==> config.mk <==
export PLATFORM = sky130hd
export DESIGN_NAME = load_store_unit
export DESIGN_NICKNAME = d
export VERILOG_FILES = /design/src/rtl/load_store_unit.sv
export SDC_FILE = /design/constraint.sdc
export NUM_CORES = 1
export LEC_CHECK = 0
export CAP_MARGIN = 20
export CORE_ASPECT_RATIO = 1.4
export CORE_MARGIN = 5
export CORE_UTILIZATION = 54
export CTS_CLUSTER_SIZE = 24
export DETAILED_ROUTE_END_ITERATION = 10
export PLACE_DENSITY = 0.81
export SYNTH_ARGS = -nofsm -noshare
export SYNTH_HDL_FRONTEND = slang
export SYNTH_SLANG_ARGS = --single-unit
==> constraint.sdc <==
create_clock -name clk -period 3.95 [get_ports clk]
set_input_delay 0.79 -clock clk [delete_from_list [all_inputs] [get_ports clk]]
set_output_delay 0.79 -clock clk [all_outputs]
set_load 0.01 [all_outputs]
==> src/rtl/load_store_unit.sv <==
// load_store_unit: MEM-stage load/store sequencer between the EX/MEM pipeline
// register and a byte-wide data memory. One RV64 load/store (b/h/w/d, signed or
// unsigned) becomes N = 1<<funct3[1:0] single-byte memory cycles, with the
// pipeline stalled meanwhile. Loads return a sign/zero-extended 64-bit result.
// Out-of-range or illegal accesses fault without touching memory.
//
// Optional feature: define MISALIGN_TRAP_EN to also reject accesses whose
// address is not a multiple of N. Undefined, misaligned accesses run byte-wise.
//
// Ports:
//   clk, reset (async, active-low)
//   req_valid, req_write, funct3, addr, wdata : request from EX/MEM (held while stall=1)
//   stall      : freeze upstream pipeline (combinational)
//   done       : one-cycle completion pulse; rdata/fault valid with it
//   rdata      : extended load result, held until the next done
//   fault      : access rejected (with done)
//   mem_addr, mem_wdata, mem_we, mem_re : byte memory request
//   mem_rdata  : combinational read byte for mem_addr
module load_store_unit #(
  parameter int unsigned MEM_BYTES = 64
) (
  input  logic        clk,
  input  logic        reset,
  input  logic        req_valid,
  input  logic        req_write,
  input  logic [2:0]  funct3,
  input  logic [63:0] addr,
  input  logic [63:0] wdata,
  output logic        stall,
  output logic        done,
  output logic [63:0] rdata,
  output logic        fault,
  output logic [63:0] mem_addr,
  output logic [7:0]  mem_wdata,
  output logic        mem_we,
  output logic        mem_re,
  input  logic [7:0]  mem_rdata
);

  typedef enum logic [1:0] {S_IDLE, S_XFER, S_DONE} state_t;

  state_t      state;
  logic [2:0]  idx;
  logic [2:0]  f3_q;
  logic        write_q;
  logic [63:0] wdata_q;
  logic [63:0] buf_q;

  logic [3:0]  req_n;
  logic        reject_c;
  logic [2:0]  last_idx;
  logic [63:0] buf_merged;
  logic [5:0]  next_bit;

  // Accept-time verdict; 65-bit sum so the range check cannot wrap.
  always_comb begin
    req_n    = 4'd1 << funct3[1:0];
    reject_c = (({1'b0, addr} + 65'(req_n)) > 65'(MEM_BYTES))
             || (req_write && funct3[2])
             || (!req_write && (funct3 == 3'b111));
`ifdef MISALIGN_TRAP_EN
    if ((addr & 64'(req_n - 4'd1)) != 64'd0) reject_c = 1'b1;
`endif
  end

  // Load buffer with the byte arriving this cycle merged in, so the final
  // byte can be extended straight into rdata on the last transfer.
  always_comb begin
    buf_merged                     = buf_q;
    buf_merged[{idx, 3'b000} +: 8] = mem_rdata;
  end

  assign last_idx = 3'((4'd1 << f3_q[1:0]) - 4'd1);
  assign next_bit = {idx + 3'd1, 3'b000};

  // Stall covers the accept cycle, so it cannot be registered.
  assign stall = reset && (((state == S_IDLE) && req_valid) || (state == S_XFER));

  function automatic logic [63:0] extend(input logic [63:0] v, input logic [2:0] f3);
    logic [63:0] r;
    case (f3[1:0])
      2'd0:    r = f3[2] ? {56'd0, v[7:0]}  : {{56{v[7]}},  v[7:0]};
      2'd1:    r = f3[2] ? {48'd0, v[15:0]} : {{48{v[15]}}, v[15:0]};
      2'd2:    r = f3[2] ? {32'd0, v[31:0]} : {{32{v[31]}}, v[31:0]};
      default: r = v;
    endcase
    return r;
  endfunction

  // Sequencer; memory strobes/address are set up one transition ahead so
  // they are registered yet valid throughout each XFER cycle.
  always_ff @(posedge clk or negedge reset) begin
    if (!reset) begin
      state     <= S_IDLE;
      idx       <= 3'd0;
      f3_q      <= 3'd0;
      write_q   <= 1'b0;
      wdata_q   <= 64'd0;
      buf_q     <= 64'd0;
      done      <= 1'b0;
      fault     <= 1'b0;
      rdata     <= 64'd0;
      mem_addr  <= 64'd0;
      mem_wdata <= 8'd0;
      mem_we    <= 1'b0;
      mem_re    <= 1'b0;
    end else begin
      case (state)
        S_IDLE: begin
          if (req_valid) begin
            f3_q    <= funct3;
            write_q <= req_write;
            wdata_q <= wdata;
            idx     <= 3'd0;
            if (reject_c) begin
              state <= S_DONE;
              done  <= 1'b1;
              fault <= 1'b1;
              rdata <= 64'd0;
            end else begin
              state     <= S_XFER;
              mem_addr  <= addr;
              mem_we    <= req_write;
              mem_re    <= !req_write;
              mem_wdata <= req_write ? wdata[7:0] : 8'd0;
            end
          end
        end
        S_XFER: begin
          if (!write_q) buf_q <= buf_merged;
          if (idx == last_idx) begin
            state  <= S_DONE;
            done   <= 1'b1;
            fault  <= 1'b0;
            mem_we <= 1'b0;
            mem_re <= 1'b0;
            if (!write_q) rdata <= extend(buf_merged, f3_q);
          end else begin
            idx       <= idx + 3'd1;
            mem_addr  <= mem_addr + 64'd1;
            mem_wdata <= wdata_q[next_bit +: 8];
          end
        end
        default: begin
          // DONE: the request still on the inputs is the finished one.
          state <= S_IDLE;
          done  <= 1'b0;
          fault <= 1'b0;
        end
      endcase
    end
  end

endmodule
Word level (Yosys, flattened, before mapping)
Cells that the tools add are included.
- memories: 0
- RAM bits: 0
- output and inout bits: 141
- flip-flop bits (word level): 277
- bits of input ports: 143
- memory bits (read-only): 0
- word-level logic and storage cells: 93
- bits in latches: 0
- equal/unequal tests: 11
- reductions and logical operators: 19
- mux-type cells: 38
- shift-type cells: 5
- bitwise operators: 1
- add/subtract/negate cells: 5
- div/mod/pow operators: 0
- magnitude comparators: 1
- multipliers: 0
- operators with widths (operator ; number):
    64-bit 2-to-1 mux ; 10
    64-bit one-hot mux with 2 select lines ; 2
    64-bit one-hot mux with 3 select lines ; 1
    64-bit by 4-bit adder with 65-bit output ; 1
    65-bit by 7-bit greater-than comparator with 1-bit output (second input constant) ; 1
    64-bit by 1-bit adder with 64-bit output (second input constant) ; 1
    64-bit bitwise mux ; 1
    8-bit by 8-bit variable shift with 64-bit output (first input constant) ; 1
    64-bit by 7-bit indexed part select with 8-bit output ; 1
    8-bit by 8-bit indexed part select with 64-bit output ; 1
    8-bit 2-to-1 mux ; 4
    8-bit one-hot mux with 2 select lines ; 1
    2-bit inequality test (second input constant) ; 5
    1-bit 2-to-1 mux ; 8
    6-bit negation with 8-bit output ; 1
    1-bit one-hot mux with 2 select lines ; 4
    4-bit AND reduction ; 2
    2-bit 2-to-1 mux ; 3
    3-bit 2-to-1 mux ; 2
    3-bit one-hot mux with 2 select lines ; 1
    2-bit AND reduction ; 3
    3-bit AND reduction ; 2
    5-bit AND reduction ; 1
    2-bit by 1-bit equality test with 1-bit output (second input constant) ; 2
    other kinds (15) ; 21

Logic depth before layout (Yosys ltp)
- depth in word-level cells: 8
- gate-level depth with buffers: 16
- gate-level depth less buffers: 13

Least setup slack after synthesis
Ideal clock, no wire load.
- path type: in2reg
- start: input funct3[1]
- end: register mem_addr[1]
- buffers on the path: 2
- stages on the path: 14
- arrival time: 3.843 ns
- setup time: 0.128 ns
- path slack: -0.021 ns
- path through: nor2b_1 ha_1 buf_2 nand3_1 o22ai_1 nand2_1 or4_1 a221oi_1 and3_1 and4_4 a21oi_2 inv_2 buf_4 mux2_1
- word-level cells in the longest chain between the ends: 7
- elaborated cells between the ends (all ways): 9
- ends and longest elaborated chain (element ; RTL line ; RTL):
    from (decl) ; 26 ; input logic [2:0] funct3,
    1-bit by 2-bit << shifter with 4-bit output ; 57 ; req_n = 4'd1 << funct3[1:0];
    64-bit by 4-bit adder with 65-bit output ; 58 ; reject_c = (({1'b0, addr} + 65'(req_n)) > 65'(MEM_BYTES))
    65-bit by 7-bit greater-than comparator with 1-bit output ; 58 ;
    1-bit logical OR ; 59 ; || (req_write && funct3[2])
    1-bit logical OR * ; 60 ; || (!req_write && (funct3 == 3'b111));
    2-bit inequality test (no line) * ; n/a ;
    4-bit AND reduction (no line) * ; n/a ;
    to (signal assigned) ; 122 ; mem_addr <= addr;
    to (signal assigned) ; 140 ; mem_addr <= mem_addr + 64'd1;
    to (decl) ; 33 ; output logic [63:0] mem_addr,
Mark *: on every way between the ends. The rest lies on a longest branch, timed or not.
A chain may end at the register's enable or synchronous reset.

Worst setup path in the final report
- start: input addr[26]
- end: register mem_addr[1]
- word-level cells in the longest chain between the ends: 6
- ends and longest elaborated chain (element ; RTL line ; RTL):
    from (decl) ; 27 ; input logic [63:0] addr,
    64-bit by 4-bit adder with 65-bit output ; 58 ;
    65-bit by 7-bit greater-than comparator with 1-bit output ; 58 ;
    1-bit logical OR ; 59 ;
    1-bit logical OR ; 60 ;
    2-bit inequality test (no line) ; n/a ;
    4-bit AND reduction (no line) ; n/a ;
Every way passes these cells.

==> results.tsv <==
metric	value	unit
cts_sinks	277	
start_util	54.3	%
slowest_delay	0.58	ns
critical_path_peak_fanout	4	
power_density	293	nW/um^2
layout.nets	2535	
pin_count	284	
yosys_warnings	0	
syn_area_per_cell	8.42	um^2
cts_tree	yes	
ant_nets	0	
path_cells	clkdlybuf4s50_1 > nand4_4 > or4_4 > or3_1 > a211oi_2 > nand4_1 > nor4_4 > and4_4 > a21oi_2 > inv_2 > clkbuf_16 > mux2_1	
clkTransAtPathRegs	0.07	ns
cts_buffer_depth	3	
synth_cells	1969	
r2r-end	rdata[60]$_DFFE_PN0P_	
dieWidth	158	um
clock_latency	0.57	ns
max_freq	0.257	GHz
layoutNonFillerInstCount	2791	
overflow	0	
ff2ff_path_depth	12	
place_area	21100	um^2
core_area	30500	um^2
num_vias	17700	
status	finished clean	
via_per_inst	6.33	
async_reset_ff_share	100	%
ys_seq_area_share	41.8	%
track_usage	36.5	%
numPortBuffers	283	
wire_per_inst	23.0	um
wl	64300	um
cp_slowest_cell	or4_4	
first_iter_violations	1562	
critPathBufInv	3	
regToRegStartpoint	idx[0]$_DFFE_PN0P_	
dp_hpwl	47600	um
drive_gt1_share	19.5	%
numCtsBuffers	27	
crit_required	4.40	ns
vdd_ir_drop_max	0.389	mV
cp_top_family	simple AND/OR/NAND/NOR gates	
endpoint_kind	register	
grt_pass1_wl	98500	um
synth_cell_type_count	79	
synth-edff-count	0	
power	6590	uW
maxCapViolations	0	
dieArea	34300	um^2
drtPass1Iterations	6	
leakage	0.00986	uW
reg2reg_setup_slack	0.52	ns
fin_area	22500	um^2
ys_seq_elements	277	
cts_root_buf	clkbuf_16	
syn_nets	2124	
hold_path_class	in -> async	
dieHeight	217	um
grt_max_degree	91	
arrival	4.34	ns
max_slew_margin	37.3	%
multi_input_area	9290	um^2
synth_ff_type	dfrtp_1	
rows	76	
netlist_area	16600	um^2
min_period	3.89	ns
grt_pass1_vias	17600	
finalHoldViolCount	0	
antenna_found_initial	3	
syn_to_final_growth	35.8	%
start_kind	primary input	
worst_pin_slew	0.933	ns
htree_levels	1	
seq_area	6930	um^2
finClkSkew	0.0254	ns
gp_congestion	1.03	
setup_viol	0	
period_share	98.5	%
worstSetupPathType	in -> reg	
drcViolationCount	0	
placedCellCount	2724	
finalMaxSlewViolations	0	
holdBufCountCts	0	
final.fill_count	2284	
==> logic make-up (layout without fill, tap and decap cells) <==
family / after synthesis / in the layout / synth area share, %
flip-flops: 277 / 277 / 41.8
AND/OR/NAND/NOR: 931 / 931 / 25.3
AO/OA/AOI/OAI: 511 / 511 / 21.6
adder cells (fa/ha/maj): 12 / 12 / 0.951
XOR/XNOR: 23 / 23 / 1.22
multiplexers: 61 / 61 / 5.08
buffers and inverters: 154 / 584 / 4.02
other: 0 / 2 / 0
==> power breakdown <==
group	switching (uW)	internal, uW	leakage (uW)
Sequential	69.9	2940	0.00314
Combinational	482	387	0.00628
Clock	1180	1530	0.000440
==> layout make-up <==
class | count | area share, %
Sequential cell | 277 | 30.8
Timing Repair Buffer | 513 | 21.3
Inverter | 23 | 0.383
Clock inverter | 15 | 0.778
Tap cell | 390 | 2.17
Antenna cell | 2 | 0.0222
Clock buffer | 33 | 3.28
Multi-Input combinational cell | 1538 | 41.3
==> cells in the mapped netlist (13+ instances only) <==
cell	number	share of area, %
o211ai_1	43	1.9
nor3_1	51	1.5
a221oi_1	22	1.2
nor4_1	21	0.79
mux2i_1	20	1.2
clkbuf_1	102	2.3
a21oi_1	106	3.2
mux4_2	16	2.2
inv_1	22	0.50
mux2_2	17	1.2
o22ai_1	13	0.49
a211oi_1	19	0.86
nand2_1	535	12
dfrtp_1	277	42
nor2_1	112	2.5
or2_2	13	0.49
a22oi_1	41	1.9
o221ai_1	18	0.95
o21ai_0	121	3.7
o21ai_2	60	3.2
nand4_1	34	1.3
and3_1	17	0.64
nand3_1	77	2.3
==> placed cells by master, fill, tap and decap left out, drive strengths merged, types with 28 or more instances in the layout <==
master | Yosys | final
a21oi | 107 | 107
a221oi | 32 | 32
a22oi | 41 | 41
buf | 29 | 228
clkbuf | 102 | 38
clkdlybuf4s50 | 0 | 265
dfrtp | 277 | 277
nand2 | 535 | 535
nand3 | 77 | 77
nand4 | 38 | 38
nor2 | 114 | 114
nor3 | 52 | 52
o211ai | 43 | 43
o21ai | 181 | 181
o221ai | 28 | 28
==> state kept, by name, summed over array words and instances (netlist names), 2 cells and up <==
name / cells
mem_wdata: 8
idx: 3
state: 2
rdata: 64
wdata_q: 64
mem_addr: 64
f3_q: 3
buf_q: 64
==> metal layers <==
metal | track usage [%] | vias up | part of all wire [%]
li1 | - | 7927 | -
met1 | 46.3 | 8581 | 37
met2 | 60.9 | 940 | 49
met3 | 4.00 | 221 | 7.0
met4 | 19.6 | 0 | 6.3
met5 | 0 | - | 0
==> how the worst max path moves through the flow <==
stage	start	cells past startpoint	to	slack [ns]
detailed placement	funct3[0]	16	rdata[43]$_DFFE_PN0P_	-1.03
global route	addr[26]	12	mem_wdata[4]$_DFFE_PN0P_	-0.01
CTS	addr[0]	14	mem_re$_DFFE_PN0P_	0.009
finish	addr[26]	12	mem_addr[1]$_DFFE_PN0P_	0.06
floorplan	funct3[0]	15	mem_addr[1]$_DFFE_PN0P_	0.03
global placement	funct3[0]	16	mem_wdata[0]$_DFFE_PN0P_	-1.0
==> what timing repair did <==
| item | in CTS | in global routing |
|---|---|---|
| gates resized for setup | 25 | 47 |
| cloned | 0 | 3 |
| endpoints found under the setup margin | 142 | 142 |
| buffers inserted | 5 | 9 |
| pin swaps | 7 | 23 |
==> per-stage QoR <==
step                setup TNS [ns]  hold slack [ns]  setup slack [ns]  utilization [%]
detailed placement         -132.63            0.457             -1.03             69.2
global route               -0.0419            0.118           -0.0116             73.8
global placement           -128.86            0.454            -0.998             69.2
CTS                              0           0.0942           0.00940             72.7
floorplan                        0            0.440            0.0346                -
finish                           0            0.101            0.0611             73.8
No activity file was read; power rests on OpenSTA's default activity.
